===== src/rtl/accum3_seq.sv =====
// Handshaked accumulator: one command per IDLE->CALC->RESULT pass, with a
// ripple-carry add path, sticky overflow and optional saturation.
module accum3_seq #(
  parameter int unsigned WIDTH    = 3,
  parameter bit          SATURATE = 1'b0
) (
  input  logic             clk,
  input  logic             rst,
  input  logic             in_valid,
  output logic             in_ready,
  input  logic [1:0]       in_cmd,
  input  logic [WIDTH-1:0] in_data,
  output logic             out_valid,
  input  logic             out_ready,
  output logic [WIDTH-1:0] acc,
  output logic             carry,
  output logic             ovf
);

  localparam logic [1:0] IDLE   = 2'd0;
  localparam logic [1:0] CALC   = 2'd1;
  localparam logic [1:0] RESULT = 2'd2;

  localparam logic [1:0] CMD_ADD  = 2'b00;
  localparam logic [1:0] CMD_ADC  = 2'b01;
  localparam logic [1:0] CMD_LOAD = 2'b10;
  localparam logic [1:0] CMD_CLR  = 2'b11;

  logic [1:0]       state_q;
  logic [1:0]       state_d;
  logic             in_ready_d;
  logic             out_valid_d;
  logic [1:0]       cmd_q;
  logic [WIDTH-1:0] data_q;
  logic [WIDTH-1:0] sum;
  logic             cout;

  // Next-state logic; handshake outputs are registered decodes of the next state
  always_comb begin
    state_d = state_q;
    case (state_q)
      IDLE:    if (in_valid) state_d = CALC;
      CALC:    state_d = RESULT;
      RESULT:  if (out_ready) state_d = IDLE;
      default: state_d = IDLE;
    endcase
    in_ready_d  = (state_d == IDLE);
    out_valid_d = (state_d == RESULT);
  end

  always_ff @(posedge clk) begin
    if (rst) begin
      state_q   <= IDLE;
      in_ready  <= 1'b1;
      out_valid <= 1'b0;
    end else begin
      state_q   <= state_d;
      in_ready  <= in_ready_d;
      out_valid <= out_valid_d;
    end
  end

  // Ripple of full-adder stages; carry-in is the stored carry only for ADC
  always_comb begin
    logic cy;
    cy  = (cmd_q == CMD_ADC) ? carry : 1'b0;
    sum = '0;
    for (int i = 0; i < int'(WIDTH); i++) begin
      sum[i] = acc[i] ^ data_q[i] ^ cy;
      cy     = (acc[i] & data_q[i]) | (cy & (acc[i] ^ data_q[i]));
    end
    cout = cy;
  end

  // Command capture on acceptance in IDLE
  always_ff @(posedge clk) begin
    if (rst) begin
      cmd_q  <= CMD_CLR;
      data_q <= '0;
    end else if (state_q == IDLE && in_valid) begin
      cmd_q  <= in_cmd;
      data_q <= in_data;
    end
  end

  // Architectural state changes only in CALC
  always_ff @(posedge clk) begin
    if (rst) begin
      acc   <= '0;
      carry <= 1'b0;
      ovf   <= 1'b0;
    end else if (state_q == CALC) begin
      case (cmd_q)
        CMD_ADD, CMD_ADC: begin
          acc   <= (SATURATE && cout) ? {WIDTH{1'b1}} : sum;
          carry <= cout;
          if (cout) ovf <= 1'b1;
        end
        CMD_LOAD: begin
          acc   <= data_q;
          carry <= 1'b0;
        end
        default: begin
          acc   <= '0;
          carry <= 1'b0;
          ovf   <= 1'b0;
        end
      endcase
    end
  end

endmodule


===== config.mk =====
export PLATFORM = sky130hd
export DESIGN_NAME = accum3_seq
export DESIGN_NICKNAME = d
export VERILOG_FILES = /design/src/rtl/accum3_seq.sv
export SDC_FILE = /design/constraint.sdc
export NUM_CORES = 1
export LEC_CHECK = 0
export BUFFER_PORTS_ARGS = -buffer_cell sky130_fd_sc_hd__buf_2
export CORE_MARGIN = 8
export CORE_UTILIZATION = 45
export DETAILED_ROUTE_END_ITERATION = 7
export MAX_ROUTING_LAYER = met4
export PLACE_DENSITY = 0.76
export SYNTH_ARGS = -nofsm -noshare
export SYNTH_HDL_FRONTEND = slang
export SYNTH_SLANG_ARGS = --single-unit
export TNS_END_PERCENT = 100

===== constraint.sdc =====
create_clock -name clk -period 5 [get_ports clk]
set_clock_uncertainty 0.05 [all_clocks]
set_input_delay 0.5 -clock clk [delete_from_list [all_inputs] [get_ports clk]]
set_output_delay 0.5 -clock clk [all_outputs]
set_load 0.02 [all_outputs]

* Yosys cells after proc, flatten, opt, wreduce, memory -nomap -nowiden
Index checks and enable logic that the tools add are counted.
** Word-level totals
- Register bits :: 14
- Output and inout port bits :: 7
** Operators by class
- Equal/unequal tests :: 6
- Multiplexer cells :: 8
- Bitwise gates (word level) :: 16
- Reduce and logical (&&, ||, !) cells :: 6
** Operators with widths (count)
- $and A1 B1 Y1 :: 6
- $eq A2 B2 Y1 const B :: 3
- $logic_not A2 Y1 :: 3
- $pmux W2 S3 :: 1
- $pmux W3 S2 :: 1
- $xor A1 B1 Y1 :: 6
- $eq A2 B1 Y1 const B :: 2
- $mux W2 :: 2
- $mux W1 :: 3
- $or A1 B1 Y1 :: 3
- $reduce_and A3 Y1 :: 1
- $ne A2 B2 Y1 const B :: 1
- $pmux W1 S2 :: 1
- $reduce_or A2 Y1 :: 1
- $logic_and A1 B1 Y1 :: 1
- $not A1 Y1 :: 1

* Longest topological paths before layout
- Depth after elaboration :: 10
- Mapped depth :: 10
- Depth with buffers taken out :: 10

* Worst setup path before layout
OpenSTA, ideal clock, no wires.
- Path type :: reg-to-reg
- Start point :: register acc[0]
- End point :: register carry
- Arrival :: 2.007 ns
- Required time :: 4.879 ns
- Setup slack :: 2.873 ns
- Stages on the path, launching flop included :: 9
- Cells stage by stage :: dfxtp_1 -> inv_1 -> fa_1 -> inv_1 -> fa_1 -> inv_1 -> fa_1 -> or3_1 -> a21oi_1
** On the way
- Longest elaborated chain between the ends :: 8
- Elaborated cells between the ends (all ways) :: 9
- Classes of those cells :: mux (1); bitwise (8)
** RTL lines
- start: declaration :: line 15 : output logic [WIDTH-1:0] acc,
- start signal: assignment :: line 95 : acc <= (SATURATE && cout) ? {WIDTH{1'b1}} : sum;
- start signal: assignment :: line 100 : acc <= data_q;
- $xor A1 B1 Y1 :: line 70 : cy = (acc[i] & data_q[i]) | (cy & (acc[i] ^ data_q[i]));
- $and A1 B1 Y1 :: line 70
- $or A1 B1 Y1 * :: line 70
- $and A1 B1 Y1 * :: line 70
- $or A1 B1 Y1 * :: line 70
- $and A1 B1 Y1 * :: line 70
- $or A1 B1 Y1 * :: line 70
- $mux W1 * :: line 93 : case (cmd_q)
- end signal: assignment :: line 96 : carry <= cout;
- end: declaration :: line 16 : output logic carry,
Every way passes the cells marked *; elsewhere a longest branch is shown, timed or not.
A chain may end at the register's enable or synchronous reset.

* Final worst setup path
- Start point :: register cmd_q[1]
- End point :: register carry
** On the way
- Longest elaborated chain between the ends :: 9
- Elaborated cells between the ends (all ways) :: 11
- Classes of those cells :: eq/ne (1); mux (2); bitwise (6); reduce/logical (2)
** RTL lines
- start: declaration :: line 33 : logic [1:0] cmd_q;
- start signal: assignment :: line 81 : cmd_q <= in_cmd;
- $eq A2 B1 Y1 :: line 66, 93
- $mux W1 :: line 66 : cy = (cmd_q == CMD_ADC) ? carry : 1'b0;
- $and A1 B1 Y1 :: line 70
- $or A1 B1 Y1 :: line 70
- $and A1 B1 Y1 :: line 70
- $or A1 B1 Y1 :: line 70
- $and A1 B1 Y1 :: line 70
- $or A1 B1 Y1 :: line 70
- $mux W1 * :: line 93
Marked as above.

==> flow_summary.json <==
{
  "timing_hold_violations_final": 0,
  "r2r_setup_slack_ns": 2.82,
  "buffer_ports.inserted": 15,
  "die_area_sq_um": 2760,
  "crit_path_end_kind": "flop",
  "powerDensity_nw_per_um2": 328,
  "worstSetupStartpointType": "flop",
  "worst-path-max-fanout": 5,
  "grt_max_degree": 14,
  "clkLatencyLatePin_ns": 0.28,
  "vdd_ir_drop_max_v": 0.000169,
  "syn-instance-count": 60,
  "status": "completed",
  "r2r_start": "cmd_q[1]",
  "core-area_sq_um": 1270,
  "holdCritStartpoint": "in_cmd[0]",
  "cts_made_buffers": 3,
  "yosysUniqueCellTypes": 20,
  "syn-cell-area_sq_um": 602,
  "min_delay_path_depth": 2,
  "maxSlewViolCount": 0,
  "post_synthesis_area_per_instance_sq_um": 10.0,
  "post_synth_edffs": 0,
  "r2r-end": "carry",
  "final.setup.tns_ns": 0,
  "top_level_ports": 16,
  "hpwlAfterDp_um": 837,
  "die_y_um": 52.6,
  "finalWeightedCongestion": 0.815,
  "fmaxAchievable_ghz": 0.460,
  "drt_via_density": 4.83,
  "total_setup_violations_reported_at_the_end_of_the_flow": 0,
  "synthTopCellsByArea": "sky130_fd_sc_hd__dfxtp_1 47%, sky130_fd_sc_hd__fa_1 10%, sky130_fd_sc_hd__a211oi_1 6.2%, sky130_fd_sc_hd__inv_1 5.6%, sky130_fd_sc_hd__mux2i_1 5.0%",
  "cts_setup_buffers": 0,
  "cts.repair.resized": 0,
  "worst_slew_pin_slew_ns": 0.414,
  "synth-main-ff-cell": "sky130_fd_sc_hd__dfxtp_1",
  "number_of_global_route_vias_before_repair": 431,
  "global_route.usage.total_pct": 10.1,
  "cts.clk_slew.worst_paths_ns": 0.08,
  "drt-total-wl_um": 1130,
  "yosys_warnings": 0,
  "synth_top_area_share_pct": 46.6,
  "register_area_share_after_synthesis_pct": 46.6,
  "post-synth-top-count-cell": "sky130_fd_sc_hd__dfxtp_1",
  "root_buffer": "sky130_fd_sc_hd__clkbuf_4",
  "cts_num_sinks": 14,
  "postSynthNetCount": 72,
  "synth_top_area_cell": "sky130_fd_sc_hd__dfxtp_1",
  "power_uw": 236,
  "initial_util_pct": 47.4,
  "post_drt_wl_per_cell_um": 12.3,
  "global_route_wire_length_before_repair_um": 1960,
  "drtPass1Iterations": 4,
  "clock_tree.htree_level_count": 1,
  "num-nets-final": 90,
  "register_bit_count_reported_by_yosys": 14,
  "timing.reg2reg.worst_path_depth": 9,
  "postRouteAntennaNets": 0,
  "fp-row-count": 13,
  "clk_path_buf_depth": 2,
  "setup_repair_after_global_routing_missed_its_margin": "no",
  "drc": 0,
  "critPathRequiredTime_ns": 5.17,
  "most_used_standard_cells_in_the_synthesized_netlist": "14 x sky130_fd_sc_hd__dfxtp_1, 9 x sky130_fd_sc_hd__inv_1, 8 x sky130_fd_sc_hd__nor2_1, 5 x sky130_fd_sc_hd__a211oi_1",
  "criticalPathCategory": "flop to flop",
  "static-leakage-power_nw": 0.317,
  "vias": 444,
  "horizontal_extent_of_the_die_um": 52.6,
  "antenna_found_initial": 0,
  "layout-drive-gt1-share_pct": 27.3,
  "hold_path_end": "cmd_q[0]",
  "antenna-diode-count": 0,
  "tritoncts": "built",
  "cts_hold_buf": 0,
  "syn_to_final_growth_pct": 19.8,
  "hp-class": "input pin to flop",
  "grt-ovfl-total": 0,
  "async_flop_share_pct": 0,
  "fin_crit_sh_pct": 43.5,
  "timing.critical_path.arrival_ns": 2.35,
  "worst_slew_margin_rel_pct": 72.4,
  "drv.max_cap_violation_count": 0,
  "final_period_minus_worst_setup_slack_ns": 2.18,
  "first_iter_violations": 7
}
[sequential cells by signal (all words and copies together), names as in the netlist]
signal and flops:
ovf 1, in_ready 1, data_q 3, out_valid 1, carry 1, acc 3
cmd_q 2, state_q 2
[worst max-delay path by stage]
| stage | start | cells past startpoint | endpoint | slack [ns] |
|---|---|---|---|---|
| after detailed placement | cmd_q[1] | 9 | carry | 2.85 |
| after global routing | cmd_q[1] | 9 | carry | 2.62 |
| final | cmd_q[1] | 9 | carry | 2.82 |
| after CTS | cmd_q[1] | 9 | carry | 2.83 |
| after floorplan | acc[0] | 8 | carry | 2.87 |
| after global placement | cmd_q[1] | 9 | carry | 2.88 |
[cell families after synthesis]
group | count (synthesis) | synth area share (%)
buf+inv | 11 | 7.48
flops | 14 | 46.6
simple gates | 16 | 15.2
compound gates | 13 | 15.8
fa+ha+maj | 3 | 9.98
mux | 3 | 4.99
[final cells by class]
cell class,instances,area [sq um]
timing repair buffer,15,75.1
inverter,9,33.8
sequential,14,280
multi-input combinational,35,277
clock buffer,4,36.3
tap,15,18.8
fill,124,548
[placed cells by master (no fill, tap or decap), types with 3 or more instances in the layout]
| cell | Yosys | routed |
|---|---|---|
| sky130_fd_sc_hd__buf_2 | 0 | 15 |
| sky130_fd_sc_hd__dfxtp_1 | 14 | 14 |
| sky130_fd_sc_hd__inv_1 | 9 | 9 |
| sky130_fd_sc_hd__nor2_1 | 8 | 8 |
| sky130_fd_sc_hd__a211oi_1 | 5 | 5 |
| sky130_fd_sc_hd__a21oi_1 | 3 | 3 |
| sky130_fd_sc_hd__mux2i_1 | 3 | 3 |
| sky130_fd_sc_hd__fa_1 | 3 | 3 |
| sky130_fd_sc_hd__clkbuf_4 | 0 | 3 |
[stage by stage]
stage / utilization (%) / area, sq um / std cells / hold WS, ns / worst slack [ns]
2_1_floorplan: - / 602 / 60 / 0.434 / 2.87
3_3_place_gp: 53.9 / 684 / 88 / 0.414 / 2.88
3_5_place_dp: 53.9 / 684 / 88 / 0.413 / 2.85
4_1_cts: 56.8 / 721 / 92 / 0.360 / 2.83
5_1_grt: 56.8 / 721 / 92 / 0.368 / 2.62
6_report: 56.8 / 721 / 92 / 0.366 / 2.82
[critical path: stages, from the launching register on]
cell and delay, ns:
sky130_fd_sc_hd__dfxtp_1 0.34, sky130_fd_sc_hd__inv_1 0.12, sky130_fd_sc_hd__nand3_1 0.10, sky130_fd_sc_hd__fa_1 0.36, sky130_fd_sc_hd__inv_1 0.07, sky130_fd_sc_hd__fa_1 0.15, sky130_fd_sc_hd__inv_1 0.05, sky130_fd_sc_hd__fa_1 0.34
sky130_fd_sc_hd__or3_1 0.38, sky130_fd_sc_hd__a21oi_1 0.14
[metal layers]
metal,share of wire (%),vias up,routed length [um],global-route usage (%)
li1,-,236,-,-
met3,5.6,3,63,2.84
met1,44,190,496,11.8
met4,2.4,0,27,6.47
met5,0,-,0,-
met2,48,15,545,14.6
[power breakdown]
part           switching (mW)  internal, mW
sequential            0.00531         0.119
combinational          0.0190        0.0137
clock                  0.0354        0.0444
Note: power is estimated with default switching activity, not from simulation.
